--- src/rtl/d_redirect_ctrl.sv ---
// Decode-stage redirect sequencer.
// Holds D while a jr operand is outstanding, then raises one registered
// PC-load request toward fetch and keeps it up until fetch takes it.
// Also counts completed redirects and flags an operand wait that runs too long.
//
//   state     | meaning
//   ----------+------------------------------------------------------------
//   IDLE      | no redirect outstanding; jump requests are sampled here
//   WAIT_OPND | jr accepted, source register not yet resolved; D stalled
//   ISSUE     | pc_load asserted with a stable pc_target until fetch takes it
module d_redirect_ctrl #(
   parameter int DELAY_SLOT = 1,
   parameter int WAIT_MAX   = 15,
   parameter int CNT_W      = 16
) (
   input  logic             clk,
   input  logic             rst_n,
   input  logic             d_valid,
   input  logic             d_jump,
   input  logic             d_jr,
   input  logic             jr_opnd_ready,
   input  logic [31:0]      d_target,
   input  logic             e_stall,
   input  logic             f_stall,
   input  logic             ex_flush,
   output logic             d_stall,
   output logic             pc_load,
   output logic [31:0]      pc_target,
   output logic             f_flush,
   output logic [CNT_W-1:0] redirect_cnt,
   output logic             hazard_timeout
);

   localparam int WCNT_W = (WAIT_MAX < 1) ? 1 : $clog2(WAIT_MAX + 1);

   typedef enum logic [1:0] {
      IDLE      = 2'd0,
      WAIT_OPND = 2'd1,
      ISSUE     = 2'd2
   } state_t;

   state_t            state;
   state_t            state_nxt;
   logic [WCNT_W-1:0] wait_cnt;
   logic [WCNT_W-1:0] wait_cnt_nxt;
   logic              pc_load_nxt;
   logic              f_flush_nxt;
   logic              latch_tgt;
   logic              cnt_inc;
   logic              timeout_set;
   logic              acc;

   // A jump is only taken from a valid D instruction that is not held downstream.
   assign acc = d_valid & d_jump & ~e_stall;

   // Next-state, stall and registered-output decisions; ex_flush overrides everything.
   always_comb begin
      state_nxt    = state;
      wait_cnt_nxt = wait_cnt;
      pc_load_nxt  = pc_load;
      f_flush_nxt  = 1'b0;
      latch_tgt    = 1'b0;
      cnt_inc      = 1'b0;
      timeout_set  = 1'b0;
      d_stall      = 1'b0;

      if (ex_flush) begin
         state_nxt    = IDLE;
         pc_load_nxt  = 1'b0;
         wait_cnt_nxt = '0;
      end else begin
         case (state)
            IDLE: begin
               if (acc) begin
                  if (!d_jr || jr_opnd_ready) begin
                     latch_tgt   = 1'b1;
                     pc_load_nxt = 1'b1;
                     state_nxt   = ISSUE;
                  end else begin
                     // wait_cnt holds the remaining operand-wait budget
                     d_stall      = 1'b1;
                     wait_cnt_nxt = WCNT_W'(WAIT_MAX);
                     state_nxt    = WAIT_OPND;
                  end
               end
            end
            WAIT_OPND: begin
               d_stall = 1'b1;
               if (jr_opnd_ready) begin
                  latch_tgt    = 1'b1;
                  pc_load_nxt  = 1'b1;
                  wait_cnt_nxt = '0;
                  state_nxt    = ISSUE;
               end else begin
                  if (wait_cnt != '0) begin
                     wait_cnt_nxt = wait_cnt - WCNT_W'(1);
                  end
                  // budget runs out on this edge (or already has)
                  timeout_set = (wait_cnt <= WCNT_W'(1));
               end
            end
            ISSUE: begin
               d_stall     = 1'b1;
               pc_load_nxt = 1'b1;
               if (!f_stall) begin
                  pc_load_nxt = 1'b0;
                  cnt_inc     = 1'b1;
                  f_flush_nxt = (DELAY_SLOT == 0);
                  state_nxt   = IDLE;
               end
            end
            default: begin
               state_nxt   = IDLE;
               pc_load_nxt = 1'b0;
            end
         endcase
      end
   end

   // State, request and operand-wait registers.
   always_ff @(posedge clk or negedge rst_n) begin
      if (!rst_n) begin
         state    <= IDLE;
         pc_load  <= 1'b0;
         f_flush  <= 1'b0;
         wait_cnt <= '0;
      end else begin
         state    <= state_nxt;
         pc_load  <= pc_load_nxt;
         f_flush  <= f_flush_nxt;
         wait_cnt <= wait_cnt_nxt;
      end
   end

   // Target is captured only when a redirect is committed; it is left alone afterwards.
   always_ff @(posedge clk or negedge rst_n) begin
      if (!rst_n) begin
         pc_target <= '0;
      end else if (latch_tgt) begin
         pc_target <= d_target;
      end
   end

   // Completed-redirect counter, saturating at all ones.
   always_ff @(posedge clk or negedge rst_n) begin
      if (!rst_n) begin
         redirect_cnt <= '0;
      end else if (cnt_inc && (redirect_cnt != '1)) begin
         redirect_cnt <= redirect_cnt + CNT_W'(1);
      end
   end

   // Sticky timeout flag; only reset clears it.
   always_ff @(posedge clk or negedge rst_n) begin
      if (!rst_n) begin
         hazard_timeout <= 1'b0;
      end else if (timeout_set) begin
         hazard_timeout <= 1'b1;
      end
   end

endmodule

--- config.mk ---
export PLATFORM = sky130hd
export DESIGN_NAME = d_redirect_ctrl
export DESIGN_NICKNAME = d
export VERILOG_FILES = /design/src/rtl/d_redirect_ctrl.sv
export SDC_FILE = /design/constraint.sdc
export NUM_CORES = 1
export LEC_CHECK = 0
export BUFFER_PORTS_ARGS = -buffer_cell sky130_fd_sc_hd__buf_2
export CAP_MARGIN = 20
export CELL_PAD_IN_SITES_DETAIL_PLACEMENT = 0
export CELL_PAD_IN_SITES_GLOBAL_PLACEMENT = 2
export CORE_MARGIN = 1.5
export CORE_UTILIZATION = 25
export CTS_CLUSTER_DIAMETER = 200
export DETAILED_ROUTE_END_ITERATION = 8
export HOLD_SLACK_MARGIN = 0.06
export PLACE_DENSITY = 0.67
export SETUP_SLACK_MARGIN = 0.15
export SLEW_MARGIN = 20
export SYNTH_ARGS = -nofsm -noshare
export SYNTH_HDL_FRONTEND = slang
export SYNTH_SLANG_ARGS = --single-unit
--- constraint.sdc ---
create_clock -name clk -period 4.23 [get_ports clk]
set_clock_uncertainty 0.05 [all_clocks]
set_input_delay 0.423 -clock clk [delete_from_list [all_inputs] [get_ports clk]]
set_output_delay 0.423 -clock clk [all_outputs]
set_load 0.02 [all_outputs]
# After elaboration in Yosys (flattened, before gate mapping)
# Index checks and enable logic that the tools add are counted.
dict set report totals {
  reg_bits 56
  wordCells 64
}
dict set report op_classes {
  n_addsub 2
  magnitude_cmp 1
  eq_ne 9
  n_mux 33
  n_bitwise 3
  reduce_logical 10
}
# op n
set op_table {}
lappend op_table {{two-way mux 4 bit} 5}
lappend op_table {{two-way mux 1 bit} 18}
lappend op_table {{adder 16 x 1 -> 16 bit (second input constant)} 1}
lappend op_table {{!= test 16 bit (second input constant)} 1}
lappend op_table {{!= test 3 bit (second input constant)} 5}
lappend op_table {{two-way mux 2 bit} 5}
lappend op_table {{one-hot mux 4 bit (2 select lines)} 1}
lappend op_table {{one-hot mux 2 bit (3 select lines)} 1}
lappend op_table {{AND reduction 3 bit} 2}
lappend op_table {{<= comparator 4 x 1 -> 1 bit (second input constant)} 1}
lappend op_table {{!= test 4 bit (second input constant)} 1}
lappend op_table {{one-hot mux 1 bit (2 select lines)} 2}
lappend op_table {{AND reduction 4 bit} 1}
lappend op_table {{nonzero test 4 bit} 1}
lappend op_table {{subtractor 4 x 1 -> 4 bit (second input constant)} 1}
lappend op_table {{one-hot mux 1 bit (3 select lines)} 1}
lappend op_table {{nonzero test 3 bit} 1}
lappend op_table {{bitwise AND 1 bit} 2}
lappend op_table {{== test 2 x 1 -> 1 bit (second input constant)} 1}
lappend op_table {{== test 2 bit (second input constant)} 1}
lappend op_table {{logical NOT 2 bit} 1}
lappend op_table {{OR reduction 2 bit} 1}
lappend op_table {{logical AND 1 bit} 1}
lappend op_table {{logical NOT 1 bit} 1}
lappend op_table {{2 further kinds} 2}

# Longest topological paths before layout
dict set report logic_depth {
  depth_word 6
  depth_mapped 8
}

# Least setup slack after synthesis
# No wires, ideal clock.
dict set report synth_timing {
  kind {register to output}
  start {reg state[0]}
  end {out d_stall}
  arrival_ns 1.561
  setup_slack_ns 2.196
  path_stages_with_launch 7
  n_path_buf 1
  cell_sequence {dfrtp_1 inv_1 ha_1 buf_2 and4b_4 a21oi_1 nor3_1}
}
dict set report synth_between {
  elab_chain_cells 4
  word_cells_on_any_way 6
}
# item line_no
set synth_rtl {}
lappend synth_rtl {{from (decl)} 42} ;# state_t state;
lappend synth_rtl {{from (signal assigned)} 128} ;# state <= state_nxt;
lappend synth_rtl {{== test 2 bit or == test 2 x 1 -> 1 bit (tied branches)} 72} ;# case (state)
lappend synth_rtl {{OR reduction 2 bit (no line)} --}
lappend synth_rtl {{one-hot mux 1 bit (2 select lines) (*)} 72}
lappend synth_rtl {{two-way mux 1 bit (*)} 67} ;# if (ex_flush) begin
lappend synth_rtl {{to (decl)} 26} ;# output logic d_stall,
# Every way passes the cells marked *; elsewhere a longest branch is shown, timed or not.

# Final worst setup path
dict set report layout_timing {
  start {reg state[0]}
  end {reg pc_target[5]}
}
dict set report layout_between {
  elab_chain_cells 3
  word_cells_on_any_way 4
}
# item line_no
set layout_rtl {}
lappend layout_rtl {{== test 2 x 1 -> 1 bit or logical NOT 2 bit (tied branches)} 72}
lappend layout_rtl {{one-hot mux 1 bit (2 select lines) (*)} 72}
lappend layout_rtl {{two-way mux 1 bit (*)} 67}
lappend layout_rtl {{to (signal assigned)} 140} ;# pc_target <= d_target;
lappend layout_rtl {{to (decl)} 28} ;# output logic [31:0] pc_target,
# Marks and branches as above.
# A chain may end at the register's enable or synchronous reset.

==> run_results.csv <==
group,metric,value,unit
outcome,status,"finished clean",
clocking,cts_tree,"yes",
timing,finalSetupViolCount,0,
timing,hold_violations,0,
global_routing,antenna_found_initial,0,
timing,worstMarginPinSlew,0.9074,ns
clocking,root_buffer,"clkbuf_8",
power_and_ir_drop,ir_worst_vdd,0.2602,mV
floorplan,start_util,25.87,%
clocking,post-cts-setup-buffers,0,
global_routing,grt_max_degree,57,
timing,slew_headroom,39.36,%
logic_synthesis,ys_ff_latch,56,
timing,post-route-period-util,59.85,%
placed_design,portBuffers,91,
global_routing,track_usage,10.15,%
floorplan,die-area,11360,um^2
logic_synthesis,yosysWarnings,0,
setup_path,cp_max_fo,32,
route,vias,1909,
global_routing,grt_pass1_vias,1885,
setup_path,path_cells,"inv_1 > ha_1 > and4b_4 > a22oi_2 > nor2_4 > mux2_2",
power_and_ir_drop,clkPwrFrac,16.8,%
setup_path,required,4.38,ns
clocking,clock-sinks,56,
setup_path,critPathArrivalTime,2.68,ns
clocking,cts_hold_buf,0,
setup_path,slowest_stage,"nor2_4",
logic_synthesis,yosysUniqueCellTypes,51,
cells_and_area,final_cell_mix,"91 x buf_2, 56 x dfrtp_1, 18 x mux2_2",
floorplan,dieWidth,106.6,um
setup_path,startpoint,"state[0]$_DFFE_PN0P_",
logic_synthesis,async_flop_share,100.0,%
route,via_per_inst,4.389,
clocking,insertion_delay,0.31,ns
clocking,cts_buffers,5,
setup_path,startpoint_type,"flip-flop",
logic_synthesis,netlist_instances,208,
timing,rsz0062_at_grt,"false",
power_and_ir_drop,power.internal,1130,uW
floorplan,die_y,106.6,um
power_and_ir_drop,p_switching,714.8,uW
timing,finalSetupTns,0,ns
logic_synthesis,synth_nets,256,
min_path,hp-class,"input pin to async pin",
cells_and_area,syn_to_final_growth,24.53,%
clocking,htreeDepth,2,
logic_synthesis,synth_area,2683,um^2
power_and_ir_drop,p_comb_share,39.1,%
power_and_ir_drop,leakagePower,0.001622,uW
clocking,cts_resized,0,
timing,final.min_clock_period,2.532,ns
setup_path,end_kind,"flip-flop",
route,finalWirelength,5.623,mm
flow_run,cap_violations,0,
cells_and_area,fin_nets,346,
cells_and_area,drive_gt1_share,43.81,%
placed_design,place_ws,1.687,ns
cells_and_area,mostFrequentLayoutCell,"buf_2",
cells_and_area,nFillCells,1083,
floorplan,ioPinCount,93,
clocking,clock_path_buffers,2,
cells_and_area,n_antenna_cell,0,
floorplan,coreArea,10370,um^2
logic_synthesis,synth-edff-count,0,
route,drt-wirelength-per-cell,12.93,um
setup_path,path_class,"flip-flop to flip-flop",
timing,slew_violations,0,
logic_synthesis,synthFlopType,"dfrtp_1",
global_routing,grt-ovfl-total,0,
timing,fmax,395.0,MHz
timing,worst_slack,1.698,ns
setup_path,slowest_delay,0.71,ns
power_and_ir_drop,powerDensity,552.2,nW/um^2
route,drc,0,
route,drtIter0Drc,57,
power_and_ir_drop,power_frac_seq,44.2,%
placed_design,place_congestion,0.7067,
global_routing,grt_pass1_wl,9.349,mm
floorplan,row_count,37,
placed_design,post-dp-hpwl,4.085,mm
setup_path,worstReg2RegStart,"state[0]$_DFFE_PN0P_",
route,antenna_left,0,
clocking,path_clk_slew,0.11,ns
power_and_ir_drop,p_sw_share,38.75,%
route,firstDrtPassIters,4,
logic_synthesis,yosysSeqAreaShare,52.24,%
logic_synthesis,synth.avg_cell_area,12.90,um^2
[worst paths after layout]
path,end,slack [ns],cells after the start
worst max-delay path,pc_target[5]$_DFFE_PN0P_,1.70,6
worst min-delay path,pc_target[8]$_DFFE_PN0P_,0.20,2
worst max register to register,pc_target[5]$_DFFE_PN0P_,1.70,6
worst min register to register,hazard_timeout$_DFFE_PN0P_,0.43,1
max in group asynchronous,state[0]$_DFFE_PN0P_,3.47,2
min in group clk,pc_target[1]$_DFFE_PN0P_,0.28,2
[per-layer routing]
| layer | GRT usage (%) | up-vias | wire, um |
|---|---|---|---|
| li1 | - | 927 | - |
| met1 | 14.87 | 911 | 2819 |
| met2 | 14.84 | 69 | 2359 |
| met3 | 2.492 | 2 | 410 |
| met4 | 2.667 | 0 | 33 |
| met5 | 0 | - | 0 |
[power groups by stage]
stage | combinational [uW] | sequential (uW) | clock [uW]
floorplan | 248 | 1050 | 0
global route | 782 | 845 | 360
CTS | 731 | 817 | 339
finish | 721 | 814 | 309
detailed placement | 729 | 829 | 0
global placement | 725 | 824 | 0
[synthesized netlist by cell type, types with 3 or more instances]
cell type,count,area share [%]
nor3_1,5,0.93
nand3_1,7,1.3
ha_1,7,3.3
and4_1,4,1.3
nand2b_1,5,1.2
mux2i_1,3,1.1
buf_6,4,1.7
dfrtp_1,56,52
a21oi_1,7,1.3
xor2_1,8,2.6
nand2_1,5,0.70
inv_1,7,0.98
mux2_2,18,7.6
nand4_1,3,0.70
o21ai_0,4,0.75
nor2_1,5,0.70
xnor2_1,5,1.6
and3_1,3,0.70
mux2_1,15,6.3
[cell families after synthesis]
logic type	count (synthesis)	share of synthesized area [%]
flip-flops	56	52.24
AND/OR/NAND/NOR	51	13.76
multiplexers	36	14.97
AO/OA/AOI/OAI	28	7.790
buffers and inverters	16	3.592
XOR/XNOR	13	4.244
adder cells (fa/ha/maj)	7	3.265
other	1	0.1398
[layout make-up]
class	instances	area [um^2]	share of cell area [%]
inverters	7	26.28	0.7865
well taps	136	170.2	5.094
repair buffers	92	462.9	13.86
multi-input cells	136	1185	35.47
flip-flops and latches	56	1401	41.95
clock inverters	3	26.28	0.7865
clock buffers	5	68.82	2.060
[registers in the layout, indices dropped and copies added, names as in the netlist]
register	cells
hazard_timeout	1
wait_cnt	4
pc_load	1
redirect_cnt	16
pc_target	32
state	2
[worst max-delay path: cells and delay by family (launching register included)]
family / cells / cell delay (ns)
compound gates: 1 / 0.08
fa+ha+maj: 1 / 0.31
buf+inv: 1 / 0.10
flops: 1 / 0.43
mux: 1 / 0.42
simple gates: 2 / 1.03
[metrics by stage]
step	std cells	util, %	hold WS, ns	cell area (um^2)	total power, uW
detailed placement	427	31.30	0.4157	3246	1558
floorplan	208	-	0.07741	2683	1295
global placement	427	31.30	0.4129	3246	1549
global route	435	32.22	0.2547	3341	1986
CTS	435	32.22	0.2163	3341	1886
finish	435	32.22	0.2004	3341	1845
Power figures use the tool's default switching activity.
